--- src/rtl/display_pkg.sv ---
// Shared constants for the seven-segment display driver: digit count and
// active-low hex segment patterns, bit order {g,f,e,d,c,b,a}.
package display_pkg;

  localparam int unsigned NUM_DIGITS = 4;

  localparam logic [6:0] SEG_0     = 7'h40;
  localparam logic [6:0] SEG_1     = 7'h79;
  localparam logic [6:0] SEG_2     = 7'h24;
  localparam logic [6:0] SEG_3     = 7'h30;
  localparam logic [6:0] SEG_4     = 7'h19;
  localparam logic [6:0] SEG_5     = 7'h12;
  localparam logic [6:0] SEG_6     = 7'h02;
  localparam logic [6:0] SEG_7     = 7'h78;
  localparam logic [6:0] SEG_8     = 7'h00;
  localparam logic [6:0] SEG_9     = 7'h10;
  localparam logic [6:0] SEG_A     = 7'h08;
  localparam logic [6:0] SEG_B     = 7'h03;
  localparam logic [6:0] SEG_C     = 7'h46;
  localparam logic [6:0] SEG_D     = 7'h21;
  localparam logic [6:0] SEG_E     = 7'h06;
  localparam logic [6:0] SEG_F     = 7'h0E;
  localparam logic [6:0] SEG_BLANK = 7'h7F;

  typedef logic [3:0] nibble_t;

endpackage

--- src/rtl/sseg_display_driver_seg_decoder.sv ---
// Purely combinational hex nibble to active-low segment pattern lookup.
module seg_decoder
  import display_pkg::*;
(
  input  logic [3:0] nibble,
  output logic [6:0] seg
);

  // Hex lookup table.
  always_comb begin
    seg = SEG_BLANK;
    case (nibble)
      4'h0: seg = SEG_0;
      4'h1: seg = SEG_1;
      4'h2: seg = SEG_2;
      4'h3: seg = SEG_3;
      4'h4: seg = SEG_4;
      4'h5: seg = SEG_5;
      4'h6: seg = SEG_6;
      4'h7: seg = SEG_7;
      4'h8: seg = SEG_8;
      4'h9: seg = SEG_9;
      4'hA: seg = SEG_A;
      4'hB: seg = SEG_B;
      4'hC: seg = SEG_C;
      4'hD: seg = SEG_D;
      4'hE: seg = SEG_E;
      4'hF: seg = SEG_F;
      default: seg = SEG_BLANK;
    endcase
  end

endmodule

--- src/rtl/sseg_display_driver.sv ---
// Four-digit multiplexed seven-segment driver. Writes are held pending and
// committed only at frame boundaries (no tearing); the display blinks by
// whole frames while halt is high.
// Optional macro SSEG_LEADING_ZERO_BLANK_EN: blank leading zero digits 3..1.
module sseg_display_driver
  import display_pkg::*;
#(
  parameter int unsigned SCAN_DIV   = 50000,
  parameter int unsigned BLINK_LOG2 = 4
) (
  input  logic                  clk,
  input  logic                  reset,
  input  logic                  wr_en,
  input  logic [15:0]           wr_data,
  input  logic [3:0]            dp_in,
  input  logic                  halt,
  output logic                  wr_ack,
  output logic [NUM_DIGITS-1:0] sseg,
  output logic [6:0]            seg,
  output logic                  dp
);

  localparam int unsigned DIV_W = $clog2(SCAN_DIV);
  localparam logic [DIV_W-1:0] DIV_LAST = DIV_W'(SCAN_DIV - 1);
  localparam int unsigned FRM_W = BLINK_LOG2 + 1;

  logic [DIV_W-1:0] div_cnt_q, div_cnt_d;
  logic [1:0]       dig_q, dig_d;
  logic [FRM_W-1:0] frm_cnt_q, frm_cnt_d;
  logic             blank_q, blank_d;
  logic [15:0]      pend_val_q, pend_val_d;
  logic [3:0]       pend_dp_q, pend_dp_d;
  logic             pend_vld_q, pend_vld_d;
  logic [15:0]      disp_val_q, disp_val_d;
  logic [3:0]       disp_dp_q, disp_dp_d;
  logic             wr_ack_q, wr_ack_d;
  logic [3:0]       sseg_q, sseg_d;
  logic [6:0]       seg_q, seg_d;
  logic             dp_q, dp_d;

  logic             tick;
  logic             frame_end;
  nibble_t          cur_nib;
  logic [6:0]       dec_seg;
  logic             lz_blank;

  // Scan divider, digit index, frame counter, halt-blank sample, write path.
  always_comb begin
    tick       = (div_cnt_q == DIV_LAST);
    frame_end  = tick && (dig_q == 2'd3);
    div_cnt_d  = tick ? '0 : div_cnt_q + DIV_W'(1);
    dig_d      = tick ? dig_q + 2'd1 : dig_q;
    frm_cnt_d  = frame_end ? frm_cnt_q + FRM_W'(1) : frm_cnt_q;
    blank_d    = frame_end ? (halt & frm_cnt_d[FRM_W-1]) : blank_q;
    pend_val_d = pend_val_q;
    pend_dp_d  = pend_dp_q;
    pend_vld_d = pend_vld_q;
    disp_val_d = disp_val_q;
    disp_dp_d  = disp_dp_q;
    wr_ack_d   = 1'b0;
    if (frame_end && pend_vld_q) begin
      disp_val_d = pend_val_q;
      disp_dp_d  = pend_dp_q;
      pend_vld_d = 1'b0;
      wr_ack_d   = 1'b1;
    end
    // A write in the commit cycle lands after the commit so it stays pending.
    if (wr_en) begin
      pend_val_d = wr_data;
      pend_dp_d  = dp_in;
      pend_vld_d = 1'b1;
    end
  end

  // Nibble mux on the next digit, using the post-commit display value so the
  // ack cycle already shows the new digit 0.
  always_comb begin
    cur_nib = disp_val_d[3:0];
    case (dig_d)
      2'd0: cur_nib = disp_val_d[3:0];
      2'd1: cur_nib = disp_val_d[7:4];
      2'd2: cur_nib = disp_val_d[11:8];
      2'd3: cur_nib = disp_val_d[15:12];
      default: cur_nib = disp_val_d[3:0];
    endcase
  end

  // Leading-zero suppression for digits 3..1.
  always_comb begin
    lz_blank = 1'b0;
`ifdef SSEG_LEADING_ZERO_BLANK_EN
    case (dig_d)
      2'd1: lz_blank = (disp_val_d[15:4]  == '0) && !disp_dp_d[1];
      2'd2: lz_blank = (disp_val_d[15:8]  == '0) && !disp_dp_d[2];
      2'd3: lz_blank = (disp_val_d[15:12] == '0) && !disp_dp_d[3];
      default: lz_blank = 1'b0;
    endcase
`else
    lz_blank = 1'b0;
`endif
  end

  seg_decoder u_seg_decoder (
    .nibble (cur_nib),
    .seg    (dec_seg)
  );

  // Digit outputs refresh only on tick.
  always_comb begin
    sseg_d = sseg_q;
    seg_d  = seg_q;
    dp_d   = dp_q;
    if (tick) begin
      if (blank_d) begin
        sseg_d = '1;
        seg_d  = SEG_BLANK;
        dp_d   = 1'b1;
      end else begin
        sseg_d = ~(4'b0001 << dig_d);
        seg_d  = lz_blank ? SEG_BLANK : dec_seg;
        dp_d   = ~disp_dp_d[dig_d];
      end
    end
  end

  // State registers.
  always_ff @(posedge clk or negedge reset) begin
    if (!reset) begin
      div_cnt_q  <= '0;
      dig_q      <= '0;
      frm_cnt_q  <= '0;
      blank_q    <= 1'b0;
      pend_val_q <= '0;
      pend_dp_q  <= '0;
      pend_vld_q <= 1'b0;
      disp_val_q <= '0;
      disp_dp_q  <= '0;
      wr_ack_q   <= 1'b0;
      sseg_q     <= '1;
      seg_q      <= SEG_BLANK;
      dp_q       <= 1'b1;
    end else begin
      div_cnt_q  <= div_cnt_d;
      dig_q      <= dig_d;
      frm_cnt_q  <= frm_cnt_d;
      blank_q    <= blank_d;
      pend_val_q <= pend_val_d;
      pend_dp_q  <= pend_dp_d;
      pend_vld_q <= pend_vld_d;
      disp_val_q <= disp_val_d;
      disp_dp_q  <= disp_dp_d;
      wr_ack_q   <= wr_ack_d;
      sseg_q     <= sseg_d;
      seg_q      <= seg_d;
      dp_q       <= dp_d;
    end
  end

  assign wr_ack = wr_ack_q;
  assign sseg   = sseg_q;
  assign seg    = seg_q;
  assign dp     = dp_q;

endmodule

--- config.mk ---
export PLATFORM = sky130hd
export DESIGN_NAME = sseg_display_driver
export DESIGN_NICKNAME = d
export VERILOG_FILES = /design/src/rtl/display_pkg.sv /design/src/rtl/sseg_display_driver_seg_decoder.sv /design/src/rtl/sseg_display_driver.sv
export SDC_FILE = /design/constraint.sdc
export NUM_CORES = 1
export LEC_CHECK = 0
export CORE_MARGIN = 3
export CORE_UTILIZATION = 51
export DETAILED_ROUTE_END_ITERATION = 8
export PLACE_DENSITY = 0.85
export SETUP_SLACK_MARGIN = 0.02
export SYNTH_ARGS = -nofsm -noshare
export SYNTH_HDL_FRONTEND = slang
export SYNTH_SLANG_ARGS = --single-unit
--- constraint.sdc ---
create_clock -name clk -period 3.1 [get_ports clk]
set_input_delay 0.62 -clock clk [delete_from_list [all_inputs] [get_ports clk]]
set_output_delay 0.62 -clock clk [all_outputs]
set_load 0.02 [all_outputs]
---- Yosys cells after proc, flatten, opt, wreduce, memory -nomap -nowiden ----
Memory sizes are Yosys's and may differ from the RTL's.
Cells that the tools add are included.
cells by class
  add/sub/neg operators ................... 3
  $lt $le $gt $ge ......................... 1
  equality and inequality tests ........... 5
  shifts and indexed selects .............. 1
  mux-type cells .......................... 15
  bitwise logic cells ..................... 3
  reductions and logical operators ........ 4
operator list
  cell                     count
  $mux W16                 2
  $add A16 B1 Y16 const B  1
  $eq A16 B16 Y1 const B   1
  $pmux W4 S4              1
  $mux W4                  2
  $mux W7                  1
  $eq A2 B2 Y1 const B     3
  $mux W1                  6
  $add A5 B1 Y5 const B    1
  $mux W5                  1
  $not A4 Y4               1
  $shl A1 B2 Y4 const A    1
  $lt A2 B3 Y1 const B     1
  $add A2 B1 Y2 const B    1
  $bmux W1 S2              1
  $eq A2 B1 Y1 const B     1
  $logic_and A1 B1 Y1      2
  $logic_not A2 Y1         1
  $mux W2                  1
  $reduce_bool A2 Y1       1
  $and A1 B1 Y1            1
  $not A1 Y1               1
storage, ports and cells
  register bits ........................... 78
  ROM bits ................................ 112
  output and inout bits ................... 13
  memories kept ........................... 1
memories
  name             depth  bits a word  read ports  clocked after Yosys merged registers in  wr ports  line                                   RTL
  (no name shown)  16     7            1           0                                        0         sseg_display_driver_seg_decoder.sv:12  case (nibble)

---- Logic depth before layout (Yosys ltp) ----
  word-level depth ........................ 8
  mapped depth ............................ 15

---- Modules after synthesis ----
Synthesis repeated with hierarchy kept, for this count alone.
unflattened totals
  cell total of the unflattened synthesis .. 305
  area total of the unflattened synthesis .. 3652.3 µm²
by module, submodules not included
  module               times used  cells each  area an instance (µm²)
  sseg_display_driver  1           272         3378.2
  seg_decoder          1           33          274.0

---- Worst setup path before layout ----
No wires, ideal clock.
  path type ............................... register to register
  start ................................... reg div_cnt_q[0]
  end ..................................... reg seg_q[3] (netlist: seg[3])
  data arrival time ....................... 2849 ps
  path slack .............................. 170 ps
  cell stages (with the launch flop) ...... 14
  cells stage by stage .................... dfrtp_1 ha_1 and3_1 buf_2 nand4_4 mux2i_1 inv_2 mux2i_1 mux2i_1 inv_1 ha_1 and2_1 o211a_1 a211oi_2
RTL lines
  item                                        line                        RTL
  start, declared                             sseg_display_driver.sv:27   logic [DIV_W-1:0] div_cnt_q, div_cnt_d;
  start signal, assigned                      sseg_display_driver.sv:143  div_cnt_q <= div_cnt_d;
  $eq A16 B16 Y1 (*)                          sseg_display_driver.sv:49   tick = (div_cnt_q == DIV_LAST);
  $mux W2 (*)                                 sseg_display_driver.sv:52   dig_d = tick ? dig_q + 2'd1 : dig_q;
  via dig_d[1]                                sseg_display_driver.sv:28   logic [1:0] dig_q, dig_d;
  $eq A2 B2 Y1, or another cell as far along  sseg_display_driver.sv:79   case (dig_d)
  $pmux W4 S4 (*)                             sseg_display_driver.sv:79
  $mem_v2 Z16 W7 (*)                          n/a
  $mux W7 (*)                                 sseg_display_driver.sv:114  if (blank_d) begin
  end signal, assigned                        sseg_display_driver.sv:154  seg_q <= seg_d;
  end, declared                               sseg_display_driver.sv:38   logic [6:0] seg_q, seg_d;
Mark *: on every way through the listed nets, which the timed path passes. The rest lies on a longest branch.
A chain may end at the register's enable or synchronous reset.

---- Worst setup path after layout ----
Same ends and word-level chain as after synthesis.

==> flow_summary.json <==
{
  "outcome": "finished clean",
  "syn_avg_cell_area_um2": 10.8,
  "worstSetupEndpointType": "flip-flop",
  "r2r-end": "seg[3]",
  "skew_ps": 15.2,
  "grt_max_degree": 79,
  "synth.top_cells.by_count": "66 x dfrtp_1, 62 x nand2_1, 33 x nor2_1",
  "synth-edff-count": 0,
  "crit_arrival_ps": 3170,
  "path_class": "flip-flop to flip-flop",
  "grt_pass1_wl_um": 13000,
  "ys_dominant_reg_cell": "dfrtp_1",
  "dp_cells": 479,
  "via_count": 2724,
  "placed_cell_area_um2": 4290,
  "cts.sinks": 78,
  "place_congestion": 0.875,
  "yosys.area_share.simple_pct": 18.6,
  "final_layout_size_suffix_gt1_share_pct": 22.8,
  "dieArea_um2": 8510,
  "min_period_over_period_pct": 93.5,
  "core_area_um2": 6980,
  "synth.area.mux_share_pct": 11.4,
  "avgViaCountPerCell": 5.50,
  "pwr-share-comb_pct": 4.4,
  "syn_nets": 383,
  "io_buffers": 36,
  "cts_root_buffer": "clkbuf_8",
  "required_ps": 3380,
  "rows": 30,
  "dieHeight_um": 92.2,
  "total_power_w": 0.00197,
  "dr.pass1.iters": 4,
  "final_cells": 495,
  "hold_viol": 0,
  "finalMaxSlewViolations": 0,
  "register_area_um2": 1970,
  "rr_startpoint": "div_cnt_q[0]",
  "synth_top_family_by_area": "simple AND/OR/NAND/NOR gates",
  "postCtsHoldBufs": 0,
  "p_seq_share_pct": 54.0,
  "route.detailed.drc": 0,
  "ys_types": 54,
  "reg2reg_depth": 12,
  "pre_cts_ws_ps": 178,
  "drv_cap": 0,
  "netlist_instances": 350,
  "synth_fa_ha_area_share_pct": 2.97,
  "postSynth.asyncResetShare_pct": 100,
  "fillers": 570,
  "syn2layout_area_growth_pct": 19.9,
  "synth_most_common_cell": "dfrtp_1",
  "tightest_slew_ps": 994,
  "synth.cell_area_um2": 3790,
  "multi_input_area_um2": 1760,
  "power.density_nw_per_um2": 433,
  "cts_tree": "done",
  "ir_worst_vdd_uv": 236,
  "hp-class": "primary input to asynchronous set/reset pin",
  "fmax_mhz": 345,
  "synth.yosys.warnings": 0,
  "synth_area_leaders": "dfrtp_1 44%, dfstp_2 8.3%, mux2_2 8.3%",
  "start_kind": "flip-flop",
  "setup_ws_ps": 203,
  "internal-power_w": 0.00155,
  "clkTransAtPathRegs_ps": 90,
  "cts-buffers-inserted": 9,
  "power.switching_w": 0.000423,
  "ys_ff_latch": 78,
  "antenna_found_initial": 0,
  "synth_top_area_share_pct": 43.5,
  "drt_iter0_drc": 176,
  "clkLatencyLatePin_ps": 350,
  "die_w_um": 92.2,
  "antennaDiodeCount": 0,
  "boundaryPins": 37,
  "drt-total-wl_um": 7760,
  "htree_levels": 3,
  "cts_buffer_depth": 2,
  "critical_path.max_fanout": 9,
  "ys_seq_area_share_pct": 51.9,
  "power_leakage_nw": 2.07,
  "grt_usage_pct": 19.3,
  "sw_frac_of_total_pct": 21.5,
  "dp_hpwl_um": 5410,
  "first_global_vias": 2667,
  "yosys.area.top_type": "dfrtp_1",
  "wl_per_cell_um": 15.7,
  "grt-ovfl-total": 0,
  "num-nets-final": 427,
  "detail-route-antenna-nets": 0,
  "rrSetupSlack_ps": 200,
  "start_util_pct": 54.3,
  "pwr-share-clk_pct": 41.6,
  "finish.utilization_pct": 65.1,
  "synth_compound_area_share_pct": 7.56,
  "fin_area_um2": 4550,
  "slew_headroom_pct": 33.5,
  "synth_xor_area_share_pct": 4.82,
  "setup_viol": 0,
  "fin_crit_ps": 2900
}
-- timing repair --
action	CTS	global route
resized for setup	0	13
setup endpoints to repair	0	6
buffers inserted	0	0
endpoints found under the hold margin	0	0
-- worst max-delay path by stage --
stage,from,slack (ps),to
detailed placement,dig_q[1],180,seg[0]
finish,div_cnt_q[0],200,seg[3]
floorplan,div_cnt_q[0],170,seg[3]
CTS,dig_q[1],130,seg[0]
global placement,div_cnt_q[0],280,seg[3]
global route,div_cnt_q[0],-9,seg[3]
-- flip-flops by register name, summed over array words and instances, names as in the netlist, 2 cells and up --
signal / count
frm_cnt_q: 5
pend_val_q: 16
sseg: 4
seg: 7
disp_val_q: 16
dig_q: 2
div_cnt_q: 16
pend_dp_q: 4
disp_dp_q: 4
-- placed cells by master, fill, tap and decap left out, types with 4 or more instances in the layout --
master            n
nand3_1          14
mux2i_1           7
xnor2_1           9
clkdlybuf4s50_1  35
xor2_1           10
clkbuf_8          9
inv_1             6
nand2_1          61
mux2_2           28
a21oi_1           6
nand4_1           6
a31oi_1           4
ha_1              7
dfstp_2          12
buf_4            13
and3_1            5
o21ai_0           8
and2_1            5
nor2_1           33
dfrtp_1          66
-- power groups by stage --
stage                     Clock (W)  Combinational [W]  Sequential, W
final                      0.000819          0.0000864        0.00106
after global routing       0.000888          0.0000952        0.00107
after CTS                  0.000836          0.0000885        0.00106
after detailed placement          0          0.0000879        0.00108
after global placement            0          0.0000846        0.00108
after floorplan                   0          0.0000341        0.00107
-- metal layers --
| metal | wire [um] | vias up | GRT usage (%) |
|---|---|---|---|
| met5 | 0 | - | 0 |
| met4 | 87 | 0 | 7.67 |
| met3 | 319 | 6 | 4.76 |
| met2 | 3750 | 65 | 29.4 |
| met1 | 3610 | 1359 | 26.6 |
| li1 | - | 1294 | - |
-- critical path: stages (launching register included) --
cell      delay [ps]
dfrtp_1          400
ha_1             220
and3_2           270
nand4_4          200
mux2i_4          300
inv_4             80
mux2i_1          120
mux2i_1          280
inv_1            150
ha_1             300
and2_1           150
o211a_1          230
a211oi_2         140
-- through the flow --
stage                     TNS [ps]  hold slack (ps)
after global placement           0              436
final                            0              432
after detailed placement         0              450
after global routing         -9.49              482
after CTS                        0              455
after floorplan                  0              324
-- layout make-up --
cell class | instances | share of cell area, %
tap | 96 | 2.64
clock buffer | 10 | 2.81
sequential | 78 | 43.3
inverter | 8 | 0.826
multi-input combinational | 249 | 38.7
clock inverter | 6 | 1.90
timing repair buffer | 48 | 9.85
-- cells by family (layout without fill, tap and decap cells) --
kind of cell    Yosys count  count (layout)
buf+inv                  23              72
xor+xnor                 20              20
compound gates           39              39
fa+ha+maj                 9               9
simple gates            143             143
flops                    78              78
mux                      38              38
No activity file was read; power rests on OpenSTA's default activity.
